[src/rtl/learn_pkg.sv]
`timescale 1ns/1ps
`default_nettype none
// learn_pkg -- shared state encoding, default widths and derived-width helpers
// for the frequency-sweep learning controller (rev 1.0).
package learn_pkg;

   typedef enum logic [2:0] {
      IDLE   = 3'd0,
      STEP   = 3'd1,
      SETTLE = 3'd2,
      REQ    = 3'd3,
      CAP    = 3'd4,
      WRITE  = 3'd5
   } state_t;

   localparam int DW_DEF          = 24;
   localparam int IW_DEF          = 13;
   localparam int AW_DEF          = 12;
   localparam int POINTS_DEF      = 2751;
   localparam int SETTLE_CYC_DEF  = 149_997;
   localparam int AVG_LOG2_DEF    = 2;
   localparam int TIMEOUT_CYC_DEF = 1_000_000;

   localparam int ACC_W = DW_DEF + AVG_LOG2_DEF;
   localparam int MAG_W = 2 * DW_DEF + 1;

   function automatic int acc_width(input int dw, input int avg_log2);
      return dw + avg_log2;
   endfunction

   function automatic int mag_width(input int dw);
      return 2 * dw + 1;
   endfunction

endpackage

`default_nettype wire

[src/rtl/learn_mag2_pipe.sv]
`timescale 1ns/1ps
`default_nettype none
// learn_mag2_pipe -- two-stage signed square-sum (re^2 + im^2) with valid and
// address carried alongside; no overflow at any input value (rev 1.0).
module learn_mag2_pipe
   import learn_pkg::*;
#(
   parameter int DW = DW_DEF,
   parameter int AW = AW_DEF
) (
   input  logic                        clk_50m,
   input  logic                        rst_n,
   input  logic                        in_valid,
   input  logic [AW-1:0]               in_addr,
   input  logic signed [DW-1:0]        in_real,
   input  logic signed [DW-1:0]        in_imag,
   output logic                        out_valid,
   output logic [AW-1:0]               out_addr,
   output logic [mag_width(DW)-1:0]    out_mag2
);

   localparam int PW = 2 * DW;

   logic signed [PW-1:0] re_x;
   logic signed [PW-1:0] im_x;
   logic [PW-1:0]        sq_re;
   logic [PW-1:0]        sq_im;
   logic                 v1;
   logic [AW-1:0]        a1;

   // Widen before multiplying so the full product is kept.
   assign re_x = PW'(in_real);
   assign im_x = PW'(in_imag);

   always_ff @(posedge clk_50m or negedge rst_n) begin
      if (!rst_n) begin
         sq_re     <= '0;
         sq_im     <= '0;
         v1        <= 1'b0;
         a1        <= '0;
         out_valid <= 1'b0;
         out_addr  <= '0;
         out_mag2  <= '0;
      end else begin
         sq_re     <= re_x * re_x;
         sq_im     <= im_x * im_x;
         v1        <= in_valid;
         a1        <= in_addr;
         out_valid <= v1;
         out_addr  <= a1;
         out_mag2  <= {1'b0, sq_re} + {1'b0, sq_im};
      end
   end

endmodule

`default_nettype wire

[src/rtl/learn_sweep_ctrl.sv]
`timescale 1ns/1ps
`default_nettype none
// learn_sweep_ctrl -- sweep controller: step DDS, settle, average one FFT bin over
// 2^AVG_LOG2 frames, write learn RAMs. Watchdog built only with LEARN_TIMEOUT_EN (rev 1.0).
module learn_sweep_ctrl
   import learn_pkg::*;
#(
   parameter int DW          = DW_DEF,
   parameter int IW          = IW_DEF,
   parameter int AW          = AW_DEF,
   parameter int POINTS      = POINTS_DEF,
   parameter int SETTLE_CYC  = SETTLE_CYC_DEF,
   parameter int AVG_LOG2    = AVG_LOG2_DEF,
   parameter int TIMEOUT_CYC = TIMEOUT_CYC_DEF
) (
   input  logic                     clk_50m,
   input  logic                     rst_n,
   input  logic                     key,
   input  logic                     abort,
   input  logic signed [DW-1:0]     fft_real,
   input  logic signed [DW-1:0]     fft_imag,
   input  logic                     source_valid,
   input  logic [IW-1:0]            freq,
   output logic                     next_freq,
   output logic                     fft_valid,
   output logic                     learn_en,
   output logic                     wr_en,
   output logic [AW-1:0]            wr_addr,
   output logic signed [DW-1:0]     wr_real,
   output logic signed [DW-1:0]     wr_imag,
   output logic                     mag_wren,
   output logic [AW-1:0]            mag_addr,
   output logic [mag_width(DW)-1:0] mag2,
   output logic                     bin_miss,
   output logic                     timeout_err,
   output logic                     learn_done
);

   localparam int ACC_BITS = acc_width(DW, AVG_LOG2);
   localparam int FC_W     = AVG_LOG2 + 1;
   localparam int BC_W     = IW + 1;
   localparam int SC_W     = (SETTLE_CYC > 1) ? $clog2(SETTLE_CYC) : 1;

   localparam logic [FC_W-1:0] LAST_FRAME  = FC_W'((1 << AVG_LOG2) - 1);
   localparam logic [AW-1:0]   LAST_ADDR   = AW'(POINTS - 1);
   localparam logic [SC_W-1:0] SETTLE_LOAD = SC_W'((SETTLE_CYC > 0) ? SETTLE_CYC - 1 : 0);

   state_t                    state;
   logic                      key_s1;
   logic                      key_s2;
   logic                      key_d;
   logic                      key_rise;
   logic [SC_W-1:0]           settle_cnt;
   logic [BC_W-1:0]           bin_cnt;
   logic [BC_W-1:0]           cur_bin;
   logic [FC_W-1:0]           frame_cnt;
   logic signed [ACC_BITS-1:0] acc_re;
   logic signed [ACC_BITS-1:0] acc_im;
   logic                      hit_seen;
   logic                      bin_hit;
   logic                      wd_fire;

   always_ff @(posedge clk_50m or negedge rst_n) begin
      if (!rst_n) begin
         key_s1 <= 1'b0;
         key_s2 <= 1'b0;
         key_d  <= 1'b0;
      end else begin
         key_s1 <= key;
         key_s2 <= key_s1;
         key_d  <= key_s2;
      end
   end

   assign key_rise = key_s2 & ~key_d;

   // Bin 0 arrives in the REQ cycle that first sees source_valid.
   assign cur_bin = (state == REQ) ? '0 : bin_cnt;
   assign bin_hit = source_valid && ((state == REQ) || (state == CAP)) &&
                    (cur_bin == BC_W'(freq));

   assign learn_en   = (state != IDLE);
   assign learn_done = (state == IDLE);
   assign next_freq  = (state == STEP)  && !abort;
   assign wr_en      = (state == WRITE) && !abort;
   assign fft_valid  = (state == REQ)   && !source_valid && !abort;

   always_ff @(posedge clk_50m or negedge rst_n) begin
      if (!rst_n) begin
         state      <= IDLE;
         settle_cnt <= '0;
         bin_cnt    <= '0;
         frame_cnt  <= '0;
         acc_re     <= '0;
         acc_im     <= '0;
         hit_seen   <= 1'b0;
         wr_addr    <= '0;
         wr_real    <= '0;
         wr_imag    <= '0;
         bin_miss   <= 1'b0;
      end else if (abort) begin
         state <= IDLE;
      end else begin
         case (state)
            IDLE: begin
               if (key_rise) begin
                  state    <= STEP;
                  wr_addr  <= '0;
                  bin_miss <= 1'b0;
               end
            end
            STEP: begin
               acc_re     <= '0;
               acc_im     <= '0;
               frame_cnt  <= '0;
               settle_cnt <= SETTLE_LOAD;
               state      <= SETTLE;
            end
            SETTLE: begin
               if (settle_cnt == '0) state <= REQ;
               else                  settle_cnt <= settle_cnt - 1'b1;
            end
            REQ: begin
               if (wd_fire) begin
                  wr_real <= '0;
                  wr_imag <= '0;
                  state   <= WRITE;
               end else if (source_valid) begin
                  bin_cnt  <= BC_W'(1);
                  hit_seen <= bin_hit;
                  if (bin_hit) begin
                     acc_re <= acc_re + ACC_BITS'(fft_real);
                     acc_im <= acc_im + ACC_BITS'(fft_imag);
                  end
                  state <= CAP;
               end
            end
            CAP: begin
               if (wd_fire) begin
                  wr_real <= '0;
                  wr_imag <= '0;
                  state   <= WRITE;
               end else if (source_valid) begin
                  bin_cnt <= bin_cnt + 1'b1;
                  if (bin_hit) begin
                     hit_seen <= 1'b1;
                     acc_re   <= acc_re + ACC_BITS'(fft_real);
                     acc_im   <= acc_im + ACC_BITS'(fft_imag);
                  end
               end else begin
                  if (!hit_seen) bin_miss <= 1'b1;
                  frame_cnt <= frame_cnt + 1'b1;
                  if (frame_cnt == LAST_FRAME) begin
                     wr_real <= DW'(acc_re >>> AVG_LOG2);
                     wr_imag <= DW'(acc_im >>> AVG_LOG2);
                     state   <= WRITE;
                  end else begin
                     state <= REQ;
                  end
               end
            end
            WRITE: begin
               if (wr_addr == LAST_ADDR) begin
                  state <= IDLE;
               end else begin
                  wr_addr <= wr_addr + 1'b1;
                  state   <= STEP;
               end
            end
            default: state <= IDLE;
         endcase
      end
   end

`ifdef LEARN_TIMEOUT_EN
   localparam int WD_W = $clog2(TIMEOUT_CYC + 1);

   logic [WD_W-1:0] wd_cnt;

   assign wd_fire = ((state == REQ) || (state == CAP)) &&
                    (wd_cnt >= WD_W'(TIMEOUT_CYC - 1));

   always_ff @(posedge clk_50m or negedge rst_n) begin
      if (!rst_n) begin
         wd_cnt      <= '0;
         timeout_err <= 1'b0;
      end else begin
         if (state == STEP)                 wd_cnt <= '0;
         else if (learn_en && wd_cnt != '1) wd_cnt <= wd_cnt + 1'b1;

         if (!abort) begin
            if ((state == IDLE) && key_rise) timeout_err <= 1'b0;
            else if (wd_fire)                timeout_err <= 1'b1;
         end
      end
   end
`else
   assign wd_fire     = 1'b0;
   // Tied low; the TIMEOUT_CYC term only keeps the parameter referenced.
   assign timeout_err = 1'b0 && (TIMEOUT_CYC > 0);
`endif

   learn_mag2_pipe #(
      .DW (DW),
      .AW (AW)
   ) u_mag2 (
      .clk_50m   (clk_50m),
      .rst_n     (rst_n),
      .in_valid  (wr_en),
      .in_addr   (wr_addr),
      .in_real   (wr_real),
      .in_imag   (wr_imag),
      .out_valid (mag_wren),
      .out_addr  (mag_addr),
      .out_mag2  (mag2)
   );

endmodule

`default_nettype wire

[config.mk]
export PLATFORM = sky130hd
export DESIGN_NAME = learn_sweep_ctrl
export DESIGN_NICKNAME = d
export VERILOG_FILES = /design/src/rtl/learn_pkg.sv /design/src/rtl/learn_mag2_pipe.sv /design/src/rtl/learn_sweep_ctrl.sv
export SDC_FILE = /design/constraint.sdc
export NUM_CORES = 2
export LEC_CHECK = 0
export BUFFER_PORTS_ARGS = -buffer_cell sky130_fd_sc_hd__buf_2
export CAP_MARGIN = 20
export CORE_MARGIN = 1.5
export CORE_UTILIZATION = 61
export DETAILED_ROUTE_END_ITERATION = 16
export PLACE_DENSITY = 0.79
export SYNTH_ARGS = -nofsm -noshare
export SYNTH_HDL_FRONTEND = slang
export SYNTH_SLANG_ARGS = --single-unit
[constraint.sdc]
create_clock -name clk_50m -period 18.38 [get_ports clk_50m]
set_input_delay 3.676 -clock clk_50m [delete_from_list [all_inputs] [get_ports clk_50m]]
set_output_delay 3.676 -clock clk_50m [all_outputs]
set_load 0.03 [all_outputs]
# Word-level counts from Yosys, hierarchy flattened
# Cells that the tools add are included.
# word_totals
reg_bits	326
out_inout_bits	129
in_bits	66
word_cells	117
# op_classes
mul	2
bitwise	4
reduce_logical	28
add_sub_neg	7
n_eq_ne	22
mux	33
# op_table
op	n
$mux W26	4
$pmux W26 S2	2
$mul A24 B24 Y48	2
$add A26 B24 Y26	2
$add A48 B48 Y49	1
$mux W14	3
$pmux W18 S2	1
$pmux W14 S2	1
$mux W12	2
$pmux W12 S2	1
$mux W3	7
$reduce_and A4 Y1	5
$logic_not A18 Y1	1
$mux W18	1
$pmux W3 S6	1
$sub A18 B1 Y18 const B	1
$add A14 B1 Y14 const B	1
$eq A14 B13 Y1	1
$ne A2 B2 Y1 const B	7
$add A12 B1 Y12 const B	1
$eq A12 B12 Y1 const B	1
$reduce_bool A2 Y1	6
$reduce_and A5 Y1	2
$eq A3 B2 Y1 const B	3
other kinds (18)	39

# Longest topological paths before layout
# depth
depth_word	7
ltp_mapped	28
ltp_nobuf	26

# By module
# A second synthesis with hierarchy kept.
# unflattened
cells_unflattened	5313
hier_area_um2	53010.8
# by_module_without_submodules
module	seq_area_each_um2	n_inst	area_per_inst_um2	cells_each
learn_mag2_pipe	4229.1	1	43885.8	4405
learn_sweep_ctrl	3878.7	1	9125.0	908

# Worst setup path before layout
# Ideal clock, no wire load.
# synth_path
path_kind	input port to output port
start	input abort
end	output fft_valid
t_required_ns	14.704
arrival_time_ns	4.620
cell_stages	2
path_slack_ns	10.084
n_path_buf	1
path_cell_list	clkbuf_8 nor3_1
# synth_via
elab_chain_cells	2
# synth_lines
element	line	source
start, declared	learn_sweep_ctrl.sv:19	input logic abort,
$logic_not A1 Y1	learn_sweep_ctrl.sv:86	assign fft_valid = (state == REQ) && !source_valid && !abort;
$logic_and A1 B1 Y1	learn_sweep_ctrl.sv:86	
end, declared	learn_sweep_ctrl.sv:25	output logic fft_valid,
# Every way passes these cells.

# Final worst setup path
# layout_path
start	input abort
end	output next_freq
# layout_via
elab_chain_cells	2
# layout_lines
element	line	source
$logic_not A1 Y1	learn_sweep_ctrl.sv:84	assign next_freq = (state == STEP) && !abort;
$logic_and A1 B1 Y1	learn_sweep_ctrl.sv:84	
end, declared	learn_sweep_ctrl.sv:24	output logic next_freq,
# Every way passes these cells.

==> impl_results.md <==
* Status: finished clean
* Hold depth at 0
* DRT iter0 DRCs at 2104
* Hold Path Class: reg2reg
* Total clock sinks at 324
* Worst setup margin at 9.543 ns
* # setup viols final at 0
* RR Startpoint: wr_real[23]
* Register area at 8108 um2
* Routed Antenna Nets at 0
* R2R depth at 23
* Delay-heaviest family, CP: buffers and inverters
* Final instance area at 56380 um2
* Clock tree from TritonCTS: yes
* Ratio of cells with drive above 1 in the final layout at 6.968%
* Clock Path Buffers at 3
* Post-Synthesis Net Count at 6914
* Gr ovfl total at 0
* All-layer global routing usage at 29.16%
* Mean area per synthesized cell at 9.898 um2
* Die Ht at 297.4 um
* FP Rows at 107
* Period utilisation layout at 48.08%
* DIE AREA at 88450 um2
* Reg2reg end: u_mag2.sq_re[45]
* Ports at 195
* Worst Hold Path EP: u_mag2.out_addr[3]
* Clock transition at path regs at 0.06 ns
* Lkg Pwr at 31.83 nW
* Port bufs at 193
* Routed WL at 122400 um
* Post-synth ARST share at 100.0%
* Required @ worst endpoint at 14.70 ns
* Clock Latency Late Sink at 0.60 ns
* CP Class: in2out
* CTS H-Tree Depth at 2
* Via density at 5.505
* Hold path startpoint: u_mag2.a1[3]
* FF-to-FF setup slack at 10.18 ns
* Crit path time final at 8.837 ns
* Layout area overhead at 6.626%
* Cell Area, Synth at 52870 um2
* Slew margin rel. at 29.34%
* Final Net Count at 7057
* GP Congestion at 0.9225
* Most common cell after layout, fill and taps aside: inv_1
* Max VDD drop at 74.23 uV
* YS warnings at 0
* Most frequent cells in the layout: 1371 x inv_1, 1114 x fa_1, 510 x nand2_1
* Cell Pwr Density at 31.99 nW/um2
* Vias in the first global route at 40750
* DP Worst Slack at 9.566 ns
* Worst Path Buf+Inv at 3
* Filler cells at 6481
* Post-CTS setup buffers at 0
* Max_cap viols at 0
* Worst Clk Skew at 0.04739 ns
* CP dominant cell by count: buf_2
* RSZ-0062 raised after global routing: false
* Seq/Total Area, Yosys at 15.33%
* Post-cts resize count at 0
* Largest fanout on the critical path at 13
* Largest net degree at the start of global routing at 134
* Avg WL per Cell at 18.38 um
* Startpoint Class: primary input
* CTS Hold Bufs at 0
* Hold_ws at 0.3472 ns
* Placed cell area at 55150 um2
* Core Area at 85550 um2
* Die width at 297.4 um
* Crit-path cells: buf_2 > nor2_1 > nand2_1 > clkinv_1 > buf_2
* Worst path arrival time at 5.16 ns
* Final Slew Violations at 0
* Synthesized flop and latch total at 324
* Slowest stage delay, CP at 0.45 ns
* Post-synth top flop: dfrtp_1
* Kind of end point of the critical path: output pin
* Final hold violations at 0
* Highest-delay cell along the critical path: clkinv_1
* TNS Setup at 0 ns
* Vias post-DR at 36660
* Worst-margin pin slew at 1.060 ns
* Hpwl dp at 98970 um
* # DRC at 0
* Syn Inst Count at 5342
* Core Util, Final at 65.90%
* Fmax at 113.2 MHz
* CTS root buf: clkbuf_16
* Initial antenna violation count at 13
* Drt first pass iters at 6
* Synth cell types at 85
* Global-route wire length before repair at 204100 um
* Initial core utilization at 61.81%
* Post-synth EDFFs at 0
* Num CTS Buffers at 36
* Multi-input gate area at 39070 um2
-- worst max-delay path by stage --
| stage | to | cells after the start | slack [ns] | start |
|---|---|---|---|---|
| 2_1_floorplan | fft_valid | 2 | 10.08 | abort |
| 3_3_place_gp | next_freq | 5 | 9.65 | abort |
| 3_5_place_dp | next_freq | 5 | 9.57 | abort |
| 4_1_cts | next_freq | 5 | 9.56 | abort |
| 5_1_grt | next_freq | 5 | 9.45 | abort |
| 6_report | next_freq | 5 | 9.54 | abort |
-- cell families (layout without fill, tap and decap cells) --
| group | Yosys count | after routing | synth area share, % |
|---|---|---|---|
| buf+inv | 1514 | 1683 | 10.83 |
| fa+ha+maj | 1506 | 1506 | 51.46 |
| simple gates | 1132 | 1132 | 10.29 |
| compound gates | 581 | 581 | 7.123 |
| flops | 324 | 324 | 15.33 |
| xor+xnor | 225 | 225 | 3.727 |
| mux | 59 | 59 | 1.238 |
| other cells | 1 | 4 | 0.007092 |
-- report_power, final --
group          internal, mW  switching, mW
registers             0.744         0.0399
logic                0.0950          0.167
clock network         0.430          0.328
-- worst reg2reg max path, cell delays in order (launching register included) --
cell,delay [ns]
dfrtp_1,0.83
buf_4,0.48
nand2_1,0.17
inv_1,0.15
fa_1,0.57
fa_1,0.73
inv_1,0.23
fa_1,0.54
inv_1,0.06
fa_1,0.48
fa_1,0.56
fa_1,0.51
inv_1,0.05
fa_1,0.47
inv_1,0.04
ha_1,0.36
a21oi_1,0.15
o21ai_0,0.19
a2111oi_2,0.44
nor2_1,0.16
a221o_1,0.32
a21o_1,0.22
a211oi_1,0.26
xnor2_1,0.15
-- flip-flops by register name, indices dropped and copies added, names as in the netlist, 14 cells and up --
register / count
u_mag2.out_mag2: 49
u_mag2.sq_im: 47
u_mag2.sq_re: 47
acc_im: 26
acc_re: 26
wr_imag: 24
wr_real: 24
settle_cnt: 18
bin_cnt: 14
-- layout make-up --
type                       count  share of cell area, %
antenna                        3                0.01332
clock buffer                  49                  1.756
clock inverter                15                 0.4084
inverter                    1372                  9.135
multi-input combinational   3504                  69.30
sequential                   324                  14.38
tap                         1144                  2.539
timing repair buffer         247                  2.472
-- cell usage after synthesis (13+ instances only) --
library cell,number,area share [%]
nor2b_1,48,0.57
o31ai_1,26,0.37
nor2_1,147,1.0
o21a_1,23,0.33
or3_1,14,0.17
nand4_1,21,0.25
a21oi_1,147,1.4
nor3_1,30,0.28
nand2_1,510,3.6
nand2b_1,35,0.41
a211oi_1,13,0.18
a21o_1,87,1.2
a31oi_1,33,0.39
nand3_1,44,0.42
clkbuf_1,130,0.92
xor2_1,74,1.2
and2_1,205,2.4
mux2_2,51,1.1
o21ai_0,127,1.2
inv_1,1371,9.7
xnor2_1,151,2.5
dfrtp_1,324,15
o21bai_1,35,0.50
and3_1,28,0.33
ha_1,392,9.3
fa_1,1114,42
-- layer usage --
metal	wire [um]	GRT usage (%)	up-vias
met4	4051	9.329	16
met1	47930	37.19	18780
met5	110	0	-
met2	61120	50.26	1141
met3	9168	5.646	279
li1	-	-	16440
-- metrics by stage --
step,instances,power (mW)
6_report,6658,1.803
5_1_grt,6658,1.878
4_1_cts,6655,1.815
3_5_place_dp,6591,1.055
3_3_place_gp,6591,1.045
2_1_floorplan,5342,0.9665
No activity file was read; power rests on OpenSTA's default activity.
